`src/rtl/calc_keypad_pkg.sv`:
```
// calc_keypad_pkg: shared types and constants for the calculator keypad scanner.
//   - scan_state_e : debounce/report FSM states (IDLE, CAND, HELD, REL)
//   - KEY_ROWS / KEY_COLS : matrix geometry; key code = row*KEY_COLS + col
//   - KEY_* : key codes for the calculator legend printed on the keypad
//   - eval_snapshot() : classifies a full-matrix snapshot as none/single/chord
//     and returns the index of the pressed key
package calc_keypad_pkg;

    localparam int KEY_ROWS  = 4;
    localparam int KEY_COLS  = 4;
    localparam int KEY_COUNT = KEY_ROWS * KEY_COLS;

    typedef enum logic [1:0] {
        ST_IDLE,
        ST_CAND,
        ST_HELD,
        ST_REL
    } scan_state_e;

    typedef enum logic [1:0] {
        SNAP_NONE,
        SNAP_SINGLE,
        SNAP_CHORD
    } snap_kind_e;

    typedef struct packed {
        snap_kind_e kind;
        logic [3:0] index;
    } snap_eval_t;

    // Legend, row by row:  1 2 3 +  /  4 5 6 -  /  7 8 9 *  /  C 0 = /
    localparam logic [3:0] KEY_D1    = 4'd0;
    localparam logic [3:0] KEY_D2    = 4'd1;
    localparam logic [3:0] KEY_D3    = 4'd2;
    localparam logic [3:0] KEY_ADD   = 4'd3;
    localparam logic [3:0] KEY_D4    = 4'd4;
    localparam logic [3:0] KEY_D5    = 4'd5;
    localparam logic [3:0] KEY_D6    = 4'd6;
    localparam logic [3:0] KEY_SUB   = 4'd7;
    localparam logic [3:0] KEY_D7    = 4'd8;
    localparam logic [3:0] KEY_D8    = 4'd9;
    localparam logic [3:0] KEY_D9    = 4'd10;
    localparam logic [3:0] KEY_MUL   = 4'd11;
    localparam logic [3:0] KEY_CLEAR = 4'd12;
    localparam logic [3:0] KEY_D0    = 4'd13;
    localparam logic [3:0] KEY_EQ    = 4'd14;
    localparam logic [3:0] KEY_DIV   = 4'd15;

    // The returned index is only meaningful when kind is SNAP_SINGLE.
    function automatic snap_eval_t eval_snapshot(input logic [KEY_COUNT-1:0] snap);
        snap_eval_t res;
        int         hits;
        res.kind  = SNAP_NONE;
        res.index = '0;
        hits      = 0;
        for (int i = 0; i < KEY_COUNT; i++) begin
            if (snap[i]) begin
                hits++;
                res.index = 4'(i);
            end
        end
        if (hits == 1) begin
            res.kind = SNAP_SINGLE;
        end else if (hits > 1) begin
            res.kind = SNAP_CHORD;
        end
        return res;
    endfunction

endpackage

```
`src/rtl/keypad_sync.sv`:
```
// keypad_sync: WIDTH-bit two-flop synchronizer for asynchronous inputs.
// Ports:
//   clock    in   system clock
//   reset_n  in   asynchronous active-low reset (flops load RESET_VALUE)
//   d        in   asynchronous input bus
//   q        out  synchronized bus, two clocks of latency
module keypad_sync #(
    parameter int               WIDTH       = 4,
    parameter logic [WIDTH-1:0] RESET_VALUE = '1
) (
    input  logic             clock,
    input  logic             reset_n,
    input  logic [WIDTH-1:0] d,
    output logic [WIDTH-1:0] q
);

    logic [WIDTH-1:0] meta_q, meta_d;
    logic [WIDTH-1:0] sync_q, sync_d;

    always_comb begin
        meta_d = d;
        sync_d = meta_q;
    end

    always_ff @(posedge clock or negedge reset_n) begin
        if (!reset_n) begin
            meta_q <= RESET_VALUE;
            sync_q <= RESET_VALUE;
        end else begin
            meta_q <= meta_d;
            sync_q <= sync_d;
        end
    end

    assign q = sync_q;

endmodule

```
`src/rtl/keypad_scan.sv`:
```
// keypad_scan: scans a 4x4 active-low key matrix one column per slot,
// debounces whole-matrix scans, rejects chords and reports each press as a
// 4-bit key code through a single valid/ready holding register.
// Ports:
//   clock      in   system clock
//   reset_n    in   asynchronous active-low reset
//   col_n      out  column drive, exactly one bit low
//   row_n      in   row sense, active-low, asynchronous
//   key_code   out  reported key, row*4 + col
//   key_valid  out  key_code valid, held until accepted
//   key_ready  in   consumer accepts when key_valid && key_ready
//   overflow   out  sticky, set when a report finds the holding register busy
// Optional feature: define KEYPAD_REPEAT_EN to auto-repeat a held key after
// REPEAT_DELAY_SCANS scans and then every REPEAT_RATE_SCANS scans.
module keypad_scan
    import calc_keypad_pkg::*;
#(
    parameter int DIV_BITS           = 13,
    parameter int DEBOUNCE_SCANS     = 16,
    parameter int REPEAT_DELAY_SCANS = 64,
    parameter int REPEAT_RATE_SCANS  = 16
) (
    input  logic       clock,
    input  logic       reset_n,
    output logic [3:0] col_n,
    input  logic [3:0] row_n,
    output logic [3:0] key_code,
    output logic       key_valid,
    input  logic       key_ready,
    output logic       overflow
);

    localparam int                  STABLE_W      = $clog2(DEBOUNCE_SCANS + 1);
    localparam logic [STABLE_W-1:0] STABLE_TARGET = STABLE_W'(DEBOUNCE_SCANS);
    localparam logic [STABLE_W-1:0] STABLE_ONE    = STABLE_W'(1);

    if (DIV_BITS < 2 || DEBOUNCE_SCANS < 1 || REPEAT_DELAY_SCANS < 1 || REPEAT_RATE_SCANS < 1)
    begin : g_param_check
        $error("keypad_scan: parameter below its minimum");
    end

    logic [3:0]          row_s;
    logic [DIV_BITS-1:0] slot_cnt_q, slot_cnt_d;
    logic [1:0]          col_q, col_d;
    logic [3:0]          col_n_q, col_n_d;
    logic [15:0]         snap_q, snap_d;
    scan_state_e         state_q, state_d;
    logic [3:0]          key_q, key_d;
    logic [STABLE_W-1:0] stable_q, stable_d, stable_inc;
    logic [3:0]          code_q, code_d;
    logic                valid_q, valid_d;
    logic                ovf_q, ovf_d;
    logic                slot_end, scan_end, report, same_key;
    snap_eval_t          eval;

    keypad_sync #(.WIDTH(4), .RESET_VALUE(4'hF)) u_row_sync (
        .clock   (clock),
        .reset_n (reset_n),
        .d       (row_n),
        .q       (row_s)
    );

`ifdef KEYPAD_REPEAT_EN
    localparam int REP_MAX = (REPEAT_DELAY_SCANS > REPEAT_RATE_SCANS) ?
                             REPEAT_DELAY_SCANS : REPEAT_RATE_SCANS;
    localparam int REP_W   = $clog2(REP_MAX + 1);

    logic [REP_W-1:0] rep_cnt_q, rep_cnt_d, rep_inc;
    logic [REP_W-1:0] rep_target_q, rep_target_d;
`endif

    // Column slots and snapshot. The column being sampled is overwritten in
    // snap_d on its last slot cycle, so at scan end snap_d is the complete
    // matrix for that scan.
    always_comb begin
        slot_end   = &slot_cnt_q;
        scan_end   = slot_end && (col_q == 2'd3);
        slot_cnt_d = slot_cnt_q + 1'b1;
        col_d      = slot_end ? col_q + 2'd1 : col_q;
        col_n_d    = slot_end ? {col_n_q[2:0], col_n_q[3]} : col_n_q;
        snap_d     = snap_q;
        if (slot_end) begin
            for (int r = 0; r < KEY_ROWS; r++) begin
                snap_d[r*KEY_COLS + int'(col_q)] = ~row_s[r];
            end
        end
        eval = eval_snapshot(snap_d);
    end

    // Debounce FSM, evaluated once per scan end.
    always_comb begin
        state_d    = state_q;
        key_d      = key_q;
        stable_d   = stable_q;
        report     = 1'b0;
        same_key   = (eval.kind == SNAP_SINGLE) && (eval.index == key_q);
        stable_inc = (stable_q == STABLE_TARGET) ? stable_q : stable_q + 1'b1;
`ifdef KEYPAD_REPEAT_EN
        rep_cnt_d    = rep_cnt_q;
        rep_target_d = rep_target_q;
        rep_inc      = (&rep_cnt_q) ? rep_cnt_q : rep_cnt_q + 1'b1;
`endif
        if (scan_end) begin
            case (state_q)
                ST_IDLE: begin
                    if (eval.kind == SNAP_SINGLE) begin
                        key_d    = eval.index;
                        stable_d = STABLE_ONE;
                        if (STABLE_ONE == STABLE_TARGET) begin
                            report  = 1'b1;
                            state_d = ST_HELD;
                        end else begin
                            state_d = ST_CAND;
                        end
                    end
                end
                ST_CAND: begin
                    if (same_key) begin
                        stable_d = stable_inc;
                        if (stable_inc == STABLE_TARGET) begin
                            report  = 1'b1;
                            state_d = ST_HELD;
                        end
                    end else begin
                        state_d  = ST_IDLE;
                        stable_d = '0;
                    end
                end
                ST_HELD: begin
                    if (same_key || eval.kind == SNAP_CHORD) begin
`ifdef KEYPAD_REPEAT_EN
                        if (rep_inc == rep_target_q) begin
                            report       = 1'b1;
                            rep_cnt_d    = '0;
                            rep_target_d = REP_W'(REPEAT_RATE_SCANS);
                        end else begin
                            rep_cnt_d = rep_inc;
                        end
`endif
                    end else if (STABLE_ONE == STABLE_TARGET) begin
                        state_d  = ST_IDLE;
                        stable_d = '0;
                    end else begin
                        state_d  = ST_REL;
                        stable_d = STABLE_ONE;
                    end
                end
                ST_REL: begin
                    if (eval.kind == SNAP_NONE) begin
                        stable_d = stable_inc;
                        if (stable_inc == STABLE_TARGET) begin
                            state_d  = ST_IDLE;
                            stable_d = '0;
                        end
                    end else if (same_key || eval.kind == SNAP_CHORD) begin
                        state_d = ST_HELD;
                    end else begin
                        state_d  = ST_IDLE;
                        stable_d = '0;
                    end
                end
                default: begin
                    state_d  = ST_IDLE;
                    stable_d = '0;
                end
            endcase
        end
`ifdef KEYPAD_REPEAT_EN
        // A fresh press restarts the repeat schedule from the initial delay.
        if (report && state_q != ST_HELD) begin
            rep_cnt_d    = '0;
            rep_target_d = REP_W'(REPEAT_DELAY_SCANS);
        end
        if (state_d == ST_IDLE) begin
            rep_cnt_d = '0;
        end
`endif
    end

    // Holding register: a report arriving while the old code is still
    // unaccepted is dropped and flagged, unless the old one leaves this cycle.
    always_comb begin
        code_d  = code_q;
        valid_d = (valid_q && key_ready) ? 1'b0 : valid_q;
        ovf_d   = ovf_q;
        if (report) begin
            if (!valid_q || key_ready) begin
                code_d  = key_d;
                valid_d = 1'b1;
            end else begin
                ovf_d = 1'b1;
            end
        end
    end

    always_ff @(posedge clock or negedge reset_n) begin
        if (!reset_n) begin
            slot_cnt_q <= '0;
            col_q      <= 2'd0;
            col_n_q    <= 4'b1110;
            snap_q     <= '0;
            state_q    <= ST_IDLE;
            key_q      <= '0;
            stable_q   <= '0;
            code_q     <= '0;
            valid_q    <= 1'b0;
            ovf_q      <= 1'b0;
        end else begin
            slot_cnt_q <= slot_cnt_d;
            col_q      <= col_d;
            col_n_q    <= col_n_d;
            snap_q     <= snap_d;
            state_q    <= state_d;
            key_q      <= key_d;
            stable_q   <= stable_d;
            code_q     <= code_d;
            valid_q    <= valid_d;
            ovf_q      <= ovf_d;
        end
    end

`ifdef KEYPAD_REPEAT_EN
    always_ff @(posedge clock or negedge reset_n) begin
        if (!reset_n) begin
            rep_cnt_q    <= '0;
            rep_target_q <= '0;
        end else begin
            rep_cnt_q    <= rep_cnt_d;
            rep_target_q <= rep_target_d;
        end
    end
`endif

    assign col_n     = col_n_q;
    assign key_code  = code_q;
    assign key_valid = valid_q;
    assign overflow  = ovf_q;

endmodule

```
`config.mk`:
```
export PLATFORM = sky130hd
export DESIGN_NAME = keypad_scan
export DESIGN_NICKNAME = d
export VERILOG_FILES = /design/src/rtl/calc_keypad_pkg.sv /design/src/rtl/keypad_sync.sv /design/src/rtl/keypad_scan.sv
export SDC_FILE = /design/constraint.sdc
export NUM_CORES = 1
export LEC_CHECK = 0
export BUFFER_PORTS_ARGS = -buffer_cell sky130_fd_sc_hd__clkbuf_2
export CORE_MARGIN = 2
export CORE_UTILIZATION = 50
export CTS_CLUSTER_SIZE = 14
export DETAILED_ROUTE_END_ITERATION = 10
export GPL_TIMING_DRIVEN = 0
export PLACE_DENSITY_LB_ADDON = 0.3
export SLEW_MARGIN = 10
export SYNTH_ARGS = -nofsm -noshare
export SYNTH_HDL_FRONTEND = slang
export SYNTH_SLANG_ARGS = --single-unit
```
`constraint.sdc`:
```
create_clock -name clock -period 13.05 [get_ports clock]
set_input_delay 1.305 -clock clock [delete_from_list [all_inputs] [get_ports clock]]
set_output_delay 1.305 -clock clock [all_outputs]
set_load 0.01 [all_outputs]
```
# Word-level counts from Yosys, hierarchy flattened
# Index checks and enable logic that the tools add are counted.
[totals] register_bits=60 inputBits=7 out_inout_bits=10 elab_cells=151
[classes] add_sub_neg=21 order_cmp=9 n_eq_ne=15 muxes=72 bitwise_logic=5 reduce_logical=17
[ops] op="32-bit by 2-bit adder with 32-bit output (second input constant)" count=15
[ops] op="32-bit 2-to-1 mux" count=15
[ops] op="4-bit 2-to-1 mux" count=17
[ops] op="16-bit bitwise mux" count=4
[ops] op="5-bit 2-to-1 mux" count=7
[ops] op="32-bit by 2-bit equality test with 1-bit output (second input constant)" count=1
[ops] op="32-bit by 2-bit > comparator with 1-bit output (second input constant)" count=1
[ops] op="5-bit one-hot mux with 4 select lines" count=1
[ops] op="2-bit 2-to-1 mux" count=9
[ops] op="16-bit 2-to-1 mux" count=1
[ops] op="13-bit by 1-bit adder with 13-bit output (second input constant)" count=1
[ops] op="1-bit 2-to-1 mux" count=13
[ops] op="13-bit AND reduction" count=1
[ops] op="1-bit demux with 4-bit select" count=3
[ops] op="4-bit by 2-bit adder with 5-bit output (first input constant)" count=2
[ops] op="5-bit equality test (second input constant)" count=2
[ops] op="5-bit by 1-bit >= comparator with 1-bit output (second input constant)" count=2
[ops] op="5-bit less-than comparator (second input constant)" count=2
[ops] op="3-bit inequality test (second input constant)" count=3
[ops] op="2-bit equality test (second input constant)" count=4
[ops] op="2-bit one-hot mux with 4 select lines" count=1
[ops] op="1-bit logical AND" count=7
[ops] op="5-bit by 1-bit adder with 5-bit output (second input constant)" count=1
[ops] op="2-bit by 5-bit less-than comparator with 1-bit output (second input constant)" count=1
[ops] op="other kinds (16)" count=25

# Depth between registers and ports, before layout
# Gate-level depths: netlist of the first run.
[depth] depth_word=49 mapped_depth=61 depth_no_buf=60

# By module
# A second synthesis of the first run with hierarchy kept.
[unflattened] cells_unflattened=549 area_unflattened_um2=5023.6
[by_module_without_submodules] mod="keypad_scan" n_inst=1 cells_per_inst=541 area_each_um2=4813.4 seq_area_each_um2=1305.0
[by_module_without_submodules] mod="keypad_sync" n_inst=1 cells_per_inst=8 area_each_um2=210.2 seq_area_each_um2=210.2

# Least setup slack after synthesis of the first run
# OpenSTA, ideal clock, no wires.
[synth_timing] path_type="register to register" startpoint="register slot_cnt_q[0]" endpoint="register code_q[0], in the netlist key_code[0]" setup_time_ps=128 arrival_time_ps=10864 required_ps=12922 slack_ps=2058 path_stages_with_launch=60 n_path_buf=2 synth_period_minus_slack_ps=10992 path_cell_list="dfrtp_1 -> ha_1 -> nand4_1 -> nor3_2 -> buf_2 -> nand2_1 -> nand2_1 -> a21boi_0 -> ha_1 -> clkbuf_2 -> xnor2_1 -> and2_1 -> o21ai_0 -> nand2_1 -> ha_1 -> a211oi_1 -> a31oi_1 -> ha_1 -> [24 not listed] -> inv_1 -> a22oi_1 -> ha_1 -> nand2_1 -> nand2_1 -> ha_1 -> and2_1 -> xnor3_1 -> and4_1 -> nand2_1 -> or4b_1 -> o2111ai_1 -> nor3_1 -> a22oi_2 -> a211o_1 -> nor3_4 -> mux2_1 -> mux2_1"
[synth_between] word_cells_on_any_way=63 classes_between="add/sub (15); order compare (1); eq/ne (3); mux (40); reduce/logical (4)"
[synth_lines] element="start: declaration" line="keypad_scan.sv:43" source="logic [DIV_BITS-1:0] slot_cnt_q, slot_cnt_d;"
[synth_lines] element="start signal: assignment" line="keypad_scan.sv:209" source="slot_cnt_q <= slot_cnt_d;"
[synth_lines] element="13-bit AND reduction (*)" line="keypad_scan.sv:76" source="slot_end = &slot_cnt_q;"
[synth_lines] element="16-bit 2-to-1 mux" line="keypad_scan.sv:82" source="if (slot_end) begin"
[synth_lines] element="1-bit 2-to-1 mux" line="calc_keypad_pkg.sv:57" source="if (snap[i]) begin"
[synth_lines] element="32-bit by 2-bit adder with 32-bit output" line="calc_keypad_pkg.sv:58" source="hits++;"
[synth_lines] element="32-bit 2-to-1 mux" line="calc_keypad_pkg.sv:57"
[synth_lines] element="32-bit by 2-bit adder with 32-bit output" line="calc_keypad_pkg.sv:58"
[synth_lines] element="32-bit 2-to-1 mux" line="calc_keypad_pkg.sv:57"
[synth_lines] element="32-bit by 2-bit adder with 32-bit output" line="calc_keypad_pkg.sv:58"
[synth_lines] element="[25 not listed]"
[synth_lines] element="32-bit by 2-bit > comparator with 1-bit output" line="calc_keypad_pkg.sv:64" source="end else if (hits > 1) begin"
[synth_lines] element="2-bit 2-to-1 mux" line="calc_keypad_pkg.sv:64"
[synth_lines] element="2-bit 2-to-1 mux" line="calc_keypad_pkg.sv:62" source="if (hits == 1) begin"
[synth_lines] element="2-bit by 1-bit equality test with 1-bit output" line="keypad_scan.sv:106" source="if (eval.kind == SNAP_SINGLE) begin"
[synth_lines] element="4-bit 2-to-1 mux" line="keypad_scan.sv:106"
[synth_lines] element="4-bit 2-to-1 mux" line="keypad_scan.sv:104" source="case (state_q)"
[synth_lines] element="4-bit 2-to-1 mux (*)" line="keypad_scan.sv:103" source="if (scan_end) begin"
[synth_lines] element="net key_d[0]" line="keypad_scan.sv:48" source="logic [3:0] key_q, key_d;"
[synth_lines] element="end signal: assignment" line="keypad_scan.sv:216" source="code_q <= code_d;"
[synth_lines] element="end: declaration" line="keypad_scan.sv:50" source="logic [3:0] code_q, code_d;"
# Mark *: on every way through the listed nets, which the timed path passes. The rest lies on a longest branch.
# A chain may end at the register's enable or synchronous reset.

# Worst setup path after layout of the first run
[layout_timing] startpoint="register slot_cnt_q[0]" endpoint="register code_q[1], in the netlist key_code[1]"
[layout_between] word_cells_on_any_way=63 classes_between="add/sub (15); order compare (1); eq/ne (3); mux (40); reduce/logical (4)"
[layout_lines] element="13-bit AND reduction (*)" line="keypad_scan.sv:76"
[layout_lines] element="16-bit 2-to-1 mux (*)" line="keypad_scan.sv:82"
[layout_lines] element="net snap_d[0]" line="keypad_scan.sv:46" source="logic [15:0] snap_q, snap_d;"
[layout_lines] element="1-bit 2-to-1 mux (*)" line="calc_keypad_pkg.sv:57"
[layout_lines] element="32-bit by 2-bit adder with 32-bit output" line="calc_keypad_pkg.sv:58"
[layout_lines] element="32-bit 2-to-1 mux (*)" line="calc_keypad_pkg.sv:57"
[layout_lines] element="32-bit by 2-bit adder with 32-bit output" line="calc_keypad_pkg.sv:58"
[layout_lines] element="32-bit 2-to-1 mux (*)" line="calc_keypad_pkg.sv:57"
[layout_lines] element="[26 not listed]"
[layout_lines] element="32-bit by 2-bit > comparator with 1-bit output" line="calc_keypad_pkg.sv:64"
[layout_lines] element="2-bit 2-to-1 mux" line="calc_keypad_pkg.sv:64"
[layout_lines] element="2-bit 2-to-1 mux (*)" line="calc_keypad_pkg.sv:62"
[layout_lines] element="2-bit by 1-bit equality test with 1-bit output (*)" line="keypad_scan.sv:106"
[layout_lines] element="4-bit 2-to-1 mux (*)" line="keypad_scan.sv:106"
[layout_lines] element="4-bit 2-to-1 mux (*)" line="keypad_scan.sv:104"
[layout_lines] element="4-bit 2-to-1 mux (*)" line="keypad_scan.sv:103"
[layout_lines] element="net key_d[1]" line="keypad_scan.sv:48"
# Marked as above.

==> results of run 1 <==
[final cells by class]
| type | count | area share (%) |
|---|---|---|
| buffer | 11 | 1.19 |
| sequential | 60 | 27.8 |
| inverter | 33 | 2.29 |
| multi-input combinational | 444 | 60.9 |
| timing repair buffer | 16 | 1.51 |
| clock buffer | 11 | 2.59 |
| tap | 133 | 3.05 |
| clock inverter | 5 | 0.688 |
[cells by family (layout without fill, tap and decap cells)]
| kind of cell | Yosys count | count (layout) | share of synthesized area, % |
|---|---|---|---|
| AND/OR/NAND/NOR | 208 | 208 | 22.7 |
| buffers and inverters | 44 | 76 | 3.80 |
| XOR/XNOR | 62 | 62 | 13.5 |
| flip-flops | 60 | 60 | 30.2 |
| AO/OA/AOI/OAI | 126 | 126 | 18.1 |
| multiplexers | 25 | 25 | 5.89 |
| adder cells (fa/ha/maj) | 23 | 23 | 5.74 |
[through the flow]
step | power [mW] | instance area (um2) | util [%] | setup WS [ns] | cells
final | 0.341 | 5450 | 56.1 | 0.952 | 713
after global placement | 0.198 | 5260 | 54.0 | 0.936 | 697
after floorplan | 0.193 | 5010 | - | 2.06 | 548
after detailed placement | 0.198 | 5260 | 54.1 | 0.607 | 697
after global routing | 0.354 | 5450 | 56.1 | 0.00381 | 713
after CTS | 0.345 | 5440 | 55.9 | 0.554 | 713
[placed cells by master, fill, tap and decap left out, types with 9 or more instances in the layout]
cell type	n
nor3_1	14
a31oi_1	15
nand4_1	9
xnor2_1	34
clkbuf_8	10
clkbuf_2	16
dfstp_2	11
o21ai_0	16
nand2_1	64
nand3_1	29
a21oi_1	22
dfrtp_1	49
ha_1	23
xor2_1	16
mux2i_1	11
inv_1	29
nor2_1	26
[power by group through the flow]
| stage | sequential (mW) | combinational, mW | clock, mW |
|---|---|---|---|
| after floorplan | 0.192 | 0.000865 | 0 |
| after global placement | 0.193 | 0.00526 | 0 |
| after detailed placement | 0.193 | 0.00552 | 0 |
| after CTS | 0.189 | 0.00549 | 0.151 |
| after global routing | 0.189 | 0.00630 | 0.158 |
| final | 0.189 | 0.00527 | 0.147 |
[path summary, 6_finish.rpt]
check,slack (ns),endpoint,depth (start not counted)
min in group asynchronous,1.07,slot_cnt_q[0],1
setup / recovery,0.95,key_code[1],60
hold / removal,0.35,u_row_sync.q[3],0
hold reg to reg,0.35,u_row_sync.q[3],0
max in group asynchronous,11.45,snap_q[7],1
setup reg to reg,0.95,key_code[1],60
[flip-flops by register name, summed over array words and instances, names as in the netlist]
register and cells:
snap_q 16, slot_cnt_q 13, stable_q 5, col_n 4, key_code 4, key_q 4
u_row_sync.meta_q 4, u_row_sync.q 4, col_q 2, state_q 2, key_valid 1, overflow 1
[worst register-to-register path: cells and delay by family (launching register included)]
kind,cells,cell delay (ns)
muxes,4,1.09
AOI/OAI and AO/OA,13,2.35
adders and majority gates,13,3.76
buffers and inverters,4,0.53
DFF,1,0.39
xor gates and xnor gates,2,0.38
and+or+nand+nor,24,3.51
[metal layers]
layer,global-route usage (%),vias to the layer above
met4,7.53,0
met1,26.5,1977
li1,-,2059
met2,31.5,74
met3,2.69,18
met5,0,-
==> results by group, run 1 <==
Outcome
  – Status: finished clean

Logic synthesis
  – Top cells by count, synth: 64 x nand2_1, 49 x dfrtp_1, 34 x xnor2_1
  – Yosys top cell by area: dfrtp_1
  – Post-synth ARST share: 100%
  – EDFF count, synth: 0
  – Syn_area_per_cell: between 9 and 10 um2
  – Synth top area cells: dfrtp_1 24%, xnor2_1 5.9%, dfstp_2 5.8%
  – Synthesized flop and latch total: 60
  – Register area share after synthesis: between 30% and 40%
  – Post-Syn Area: ~5000 um2
  – Synthesized instance count: 548
  – YS warnings: 0
  – Post-synth net total: roughly 580
  – Post-synth cell types: between 80 and 90
  – Most frequent cell after synthesis: nand2_1
  – Ys flop type: dfrtp_1
  – Synth top area share: around 24%

Setup path
  – CP delay by family, top: adder cells
  – Startpoint Class: flip-flop
  – Slowest CP cell: dfrtp_1
  – Worst endpoint data arrival time: 12.31 ns
  – Worst endpoint required time: 13.27 ns
  – CP endpoint kind: flip-flop
  – CP startpoint: slot_cnt_q[0]
  – Buffers & Inverters on Critical Path: 4
  – Most common cell type on the critical path: ha_1
  – Reg-to-Reg Start: slot_cnt_q[0]
  – CP max stage delay: around 0.39 ns
  – Worst-path fanout max: 10
  – CP Class: flip-flop to flip-flop

Drt
  – Post-Route WL: around 10,000 um
  – Met3 wire len: between 200 and 300 um
  – DRT iter0 DRCs: ~170
  – Vias: approximately 4,100
  – # DRC: 0
  – Wire length per cell: between 10 and 15 um
  – Vias/cell: 5.79
  – TritonRoute pass-1 iters: 5
  – Highest routed layer: met4
  – Antenna-violating nets left: 0
  – DR WL met2: 4900 um
  – Wl on met1: between 4000 and 5000 um

Flow run
  – Max cap viols: 0

Power
  – Net Switching: 0.0774 mW
  – Share of power burned in registers: 55.5%
  – VDD IR max: ~0.11 mV
  – Combinational group share of total power: approximately 1.5%
  – Leakage: 2.57 nW
  – Total power per unit cell area: ~63 nW/um2
  – Internal Power: between 0.2 and 0.3 mW
  – Net Sw Frac: 22.7%
  – Clock Power Share: a little over two fifths

CTS
  – Clock transition at path regs: around 0.070 ns
  – Post-CTS Setup Bufs: 0
  – H-tree levels: 3
  – Total CTS buffers: 9
  – Clock Path Buffers: 2
  – CTS tree: done
  – Clk Latency, worst-skew pair: 0.33 ns
  – Post-cts resize count: 0
  – Clock sink count: 60
  – Root Driver: clkbuf_8
  – Hold-fix buffers, CTS: 0

Cells and area
  – Area growth syn-to-layout: 8.87%
  – Layout fillers: between 800 and 900
  – Fin nets: 605
  – Share of post-route cells with drive strength above 1: 16.4%
  – Multi-input gate area: 3320 um2
  – # diodes: 0
  – Register area: between 1500 and 2000 um2

STA
  – Final setup skew: around 0.0063 ns
  – Final Max Slew Viols: 0
  – Worst Tran Pin Value: ~0.79 ns
  – Final setup fails: 0
  – Final count of hold timing violations: 0
  – RSZ-0062 raised after global routing: false
  – Min Clock Period, post-route: about 12 ns
  – Fin crit share: between 90% and 100%
  – Setup TNS: 0 ns
  – Slew Limit Headroom: between 40 and 50%
  – Fin Hold WS: 0.351 ns
  – Fmax: a little over 0.08 GHz

Global routing
  – Initial antenna violation count: 0
  – First-pass GRT wire length: 17,800 um
  – Pin count of the biggest net entering global routing: between 60 and 70
  – GR Overflow Total: 0
  – GRT Total Usage: ~19%
  – Number of global-route vias before repair: just under 4,000

Hold path
  – Min-delay src: u_row_sync.meta_q[3]
  – Hold/Removal Path Class: flip-flop to flip-flop

Die
  – Die area: between 10,000 and 15,000 um2
  – Rows: 36
  – Die Y-Extent: roughly 100 um
  – Die extent in x: 104 um
  – Initial Util: between 50% and 60%
  – Num ports: 17
  – Core box area: between 9000 and 10,000 um2

Placement
  – Port bufs: 16
  – Routability Congestion: a little over 0.8
  – Dpl hpwl: between 7000 and 8000 um
(Power assumes the default switching activity.)
==> inputs of run 2 (changes only) <==
--- a/config.mk
+++ b/config.mk
@@ -11,7 +11,7 @@
 export CTS_CLUSTER_SIZE = 14
 export DETAILED_ROUTE_END_ITERATION = 10
 export GPL_TIMING_DRIVEN = 0
-export PLACE_DENSITY_LB_ADDON = 0.3
+export PLACE_DENSITY = 0.63
 export SLEW_MARGIN = 10
 export SYNTH_ARGS = -nofsm -noshare
 export SYNTH_HDL_FRONTEND = slang
==> run 2 against run 1 <==
Against the previous run: die area is the same; largest cell class unchanged; clock-buffer cell count grew 3; flip-flop and latch count is the same; critical path depth grew 1; critical endpoint unchanged.
==> results by group, run 2 (synthesized netlist as in run 1, its figures left out) <==
Outcome
  – Status: finished clean (unchanged)

Setup path
  – Startpoint Class: flip-flop (unchanged)
  – Worst-path fanout max: 10 (unchanged)
  – Worst endpoint data arrival time: 12.23 ns (was 12.31 ns)
  – Most common cell type on the critical path: ha_1 (unchanged)
  – Worst endpoint required time: 13.27 ns (about the same)
  – CP max stage delay: 0.39 ns (about the same)
  – Slowest CP cell: dfrtp_1 (unchanged)
  – CP endpoint kind: flip-flop (unchanged)
  – CP Class: flip-flop to flip-flop (unchanged)

Hold path
  – Hold/Removal Path Class: flip-flop to flip-flop (unchanged)

CTS
  – Total CTS buffers: 9 (unchanged)
  – Root Driver: clkbuf_8 (unchanged)
  – Clock transition at path regs: 0.07 ns (about the same)
  – Clk Latency, worst-skew pair: 0.35 ns (was 0.33 ns)
  – Clock Path Buffers: 2 (unchanged)
  – Clock sink count: 60 (unchanged)
  – CTS tree: done (unchanged)
  – Hold-fix buffers, CTS: 0 (unchanged)
  – H-tree levels: 3 (unchanged)

Placement
  – Port bufs: 16 (unchanged)
  – Place WS: 0.668 ns (was 0.607 ns)
  – Routability Congestion: 0.847 (was 0.825)
  – Dpl hpwl: 8080 um (was 7890 um)

Power
  – Share of power burned in registers: 52.3% (was 55.5%)
  – Net Sw Frac: 20.5% (was 22.7%)
  – Total power per unit cell area: 66.1 nW/um2 (was 62.5 nW/um2)
  – VDD IR max: 0.0761 mV (was 0.112 mV)
  – Net Switching: 0.0741 mW (was 0.0774 mW)
  – Combinational group share of total power: 1.4% (was 1.5%)
  – Internal Power: 0.288 mW (was 0.264 mW)
  – Clock Power Share: 46.2% (was 43.0%)
  – Leakage: 2.60 nW (was 2.57 nW)

Cells and area
  – Share of post-route cells with drive strength above 1: 15.8% (was 16.4%)
  – Reg with most FFs: snap_q (unchanged)
  – Max FFs per register: 16 (unchanged)
  – Post-layout util: 56.3% (was 56.1%)
  – Fin nets: 606 (was 605)
  – Layout fillers: 907 (was 870)
  – Biggest regs: snap_q (16), slot_cnt_q (13), stable_q (5) (unchanged)
  – Area growth syn-to-layout: 9.27% (was 8.87%)
  – Register area: 1520 um2 (unchanged)
  – Most frequent cells in the layout: 64 x nand2_1, 49 x dfrtp_1, 34 x xnor2_1 (unchanged)
  – # diodes: 0 (unchanged)
  – Multi-input gate area: 3310 um2 (was 3320 um2)
  – Most common cell after layout, fill and taps aside: nand2_1 (unchanged)

Global routing
  – Pin count of the biggest net entering global routing: 61 (unchanged)
  – GRT Total Usage: 19.9% (was 19.5%)
  – GR Overflow Total: 0 (unchanged)
  – First-pass GRT wire length: 18,000 um (was 17,800 um)
  – Number of global-route vias before repair: 3,859 (was 3,928)
  – Initial antenna violation count: 0 (unchanged)

Die
  – Die extent in x: 104 um (unchanged)
  – Core box area: 9730 um2 (unchanged)
  – Die area: 10,800 um2 (unchanged)
  – Initial Util: 51.5% (unchanged)
  – Die Y-Extent: 104 um (unchanged)
  – Rows: 36 (unchanged)
  – Num ports: 17 (unchanged)

STA
  – Final count of hold timing violations: 0 (unchanged)
  – RSZ-0062 raised after global routing: false (unchanged)
  – Final setup fails: 0 (unchanged)
  – Slack of the critical path: 1.04 ns (was 0.952 ns)
  – Fmax: 0.0832 GHz (was 0.0827 GHz)
  – Fin crit share: 92.1% (was 92.7%)
  – Final setup skew: 0.00769 ns (was 0.00631 ns)
  – Worst Tran Pin Value: 0.783 ns (was 0.794 ns)
  – Slew Limit Headroom: 47.8% (was 47.1%)
  – Final Max Slew Viols: 0 (unchanged)
  – Min Clock Period, post-route: 12.01 ns (was 12.10 ns)
  – Setup TNS: 0 ns (unchanged)

Drt
  – # DRC: 0 (unchanged)
  – Vias: 4,096 (was 4,128)
  – Vias/cell: 5.74 (was 5.79)
  – Post-Route WL: 10,400 um (about the same)
  – DRT iter0 DRCs: 212 (was 167)
  – Wire length per cell: 14.6 um (about the same)
  – TritonRoute pass-1 iters: 5 (unchanged)
  – Antenna-violating nets left: 0 (unchanged)

Flow run
  – Max cap viols: 0 (unchanged)
run 2: layer usage:
layer	vias up	GRT usage [%]	wire, um
met5	-	0	0
met4	0	6.27	138
met3	15	3.26	283
met2	69	30.9	4650
met1	1943	28.6	5320
li1	2069	-	-
run 2: worst paths after layout:
check	to	cells after the start	from	slack, ns
max	key_code[1]	61	slot_cnt_q[0]	1.04
min	u_row_sync.q[3]	0	u_row_sync.meta_q[3]	0.35
max reg2reg	key_code[1]	61	slot_cnt_q[0]	1.04
min reg2reg	u_row_sync.q[3]	0	u_row_sync.meta_q[3]	0.35
max in group asynchronous	snap_q[10]	1	reset_n	11.47
min in group asynchronous	slot_cnt_q[3]	1	reset_n	1.07
run 2: layout make-up:
class / instances / area share [%]
inverter: 33 / 2.29
timing repair buffer: 17 / 1.65
clock buffer: 14 / 2.97
buffer: 11 / 1.19
sequential: 60 / 27.7
tap: 133 / 3.04
clock inverter: 2 / 0.640
multi-input combinational: 444 / 60.5
run 2: worst max-delay path, delay by kind of cell (launching register included):
kind                     cells  cell delay (ns)
XOR/XNOR                     2             0.37
AO/OA/AOI/OAI               13             2.41
flip-flops                   1             0.39
AND/OR/NAND/NOR             24             3.23
multiplexers                 4             1.10
buffers and inverters        5             0.68
adder cells (fa/ha/maj)     13             3.70
run 2: power by group through the flow:
stage	clock network, mW	logic [mW]	registers (mW)
final	0.167	0.00523	0.189
after detailed placement	0	0.00553	0.193
after global placement	0	0.00532	0.193
after global routing	0.181	0.00624	0.189
after floorplan	0	0.000865	0.192
after CTS	0.172	0.00552	0.189
run 2: repair_timing:
item	4_1_cts	5_1_grt
setup buffers	0	1
gates resized for setup	0	4
setup endpoints to repair	0	17
run 2: through the flow:
step | area (um2) | cells | total power, mW | hold WS [ns]
2_1_floorplan | 5010 | 548 | 0.193 | 0.345
3_3_place_gp | 5260 | 697 | 0.198 | 0.346
3_5_place_dp | 5260 | 697 | 0.198 | 0.347
4_1_cts | 5460 | 713 | 0.367 | 0.350
5_1_grt | 5470 | 714 | 0.376 | 0.362
6_report | 5470 | 714 | 0.362 | 0.349
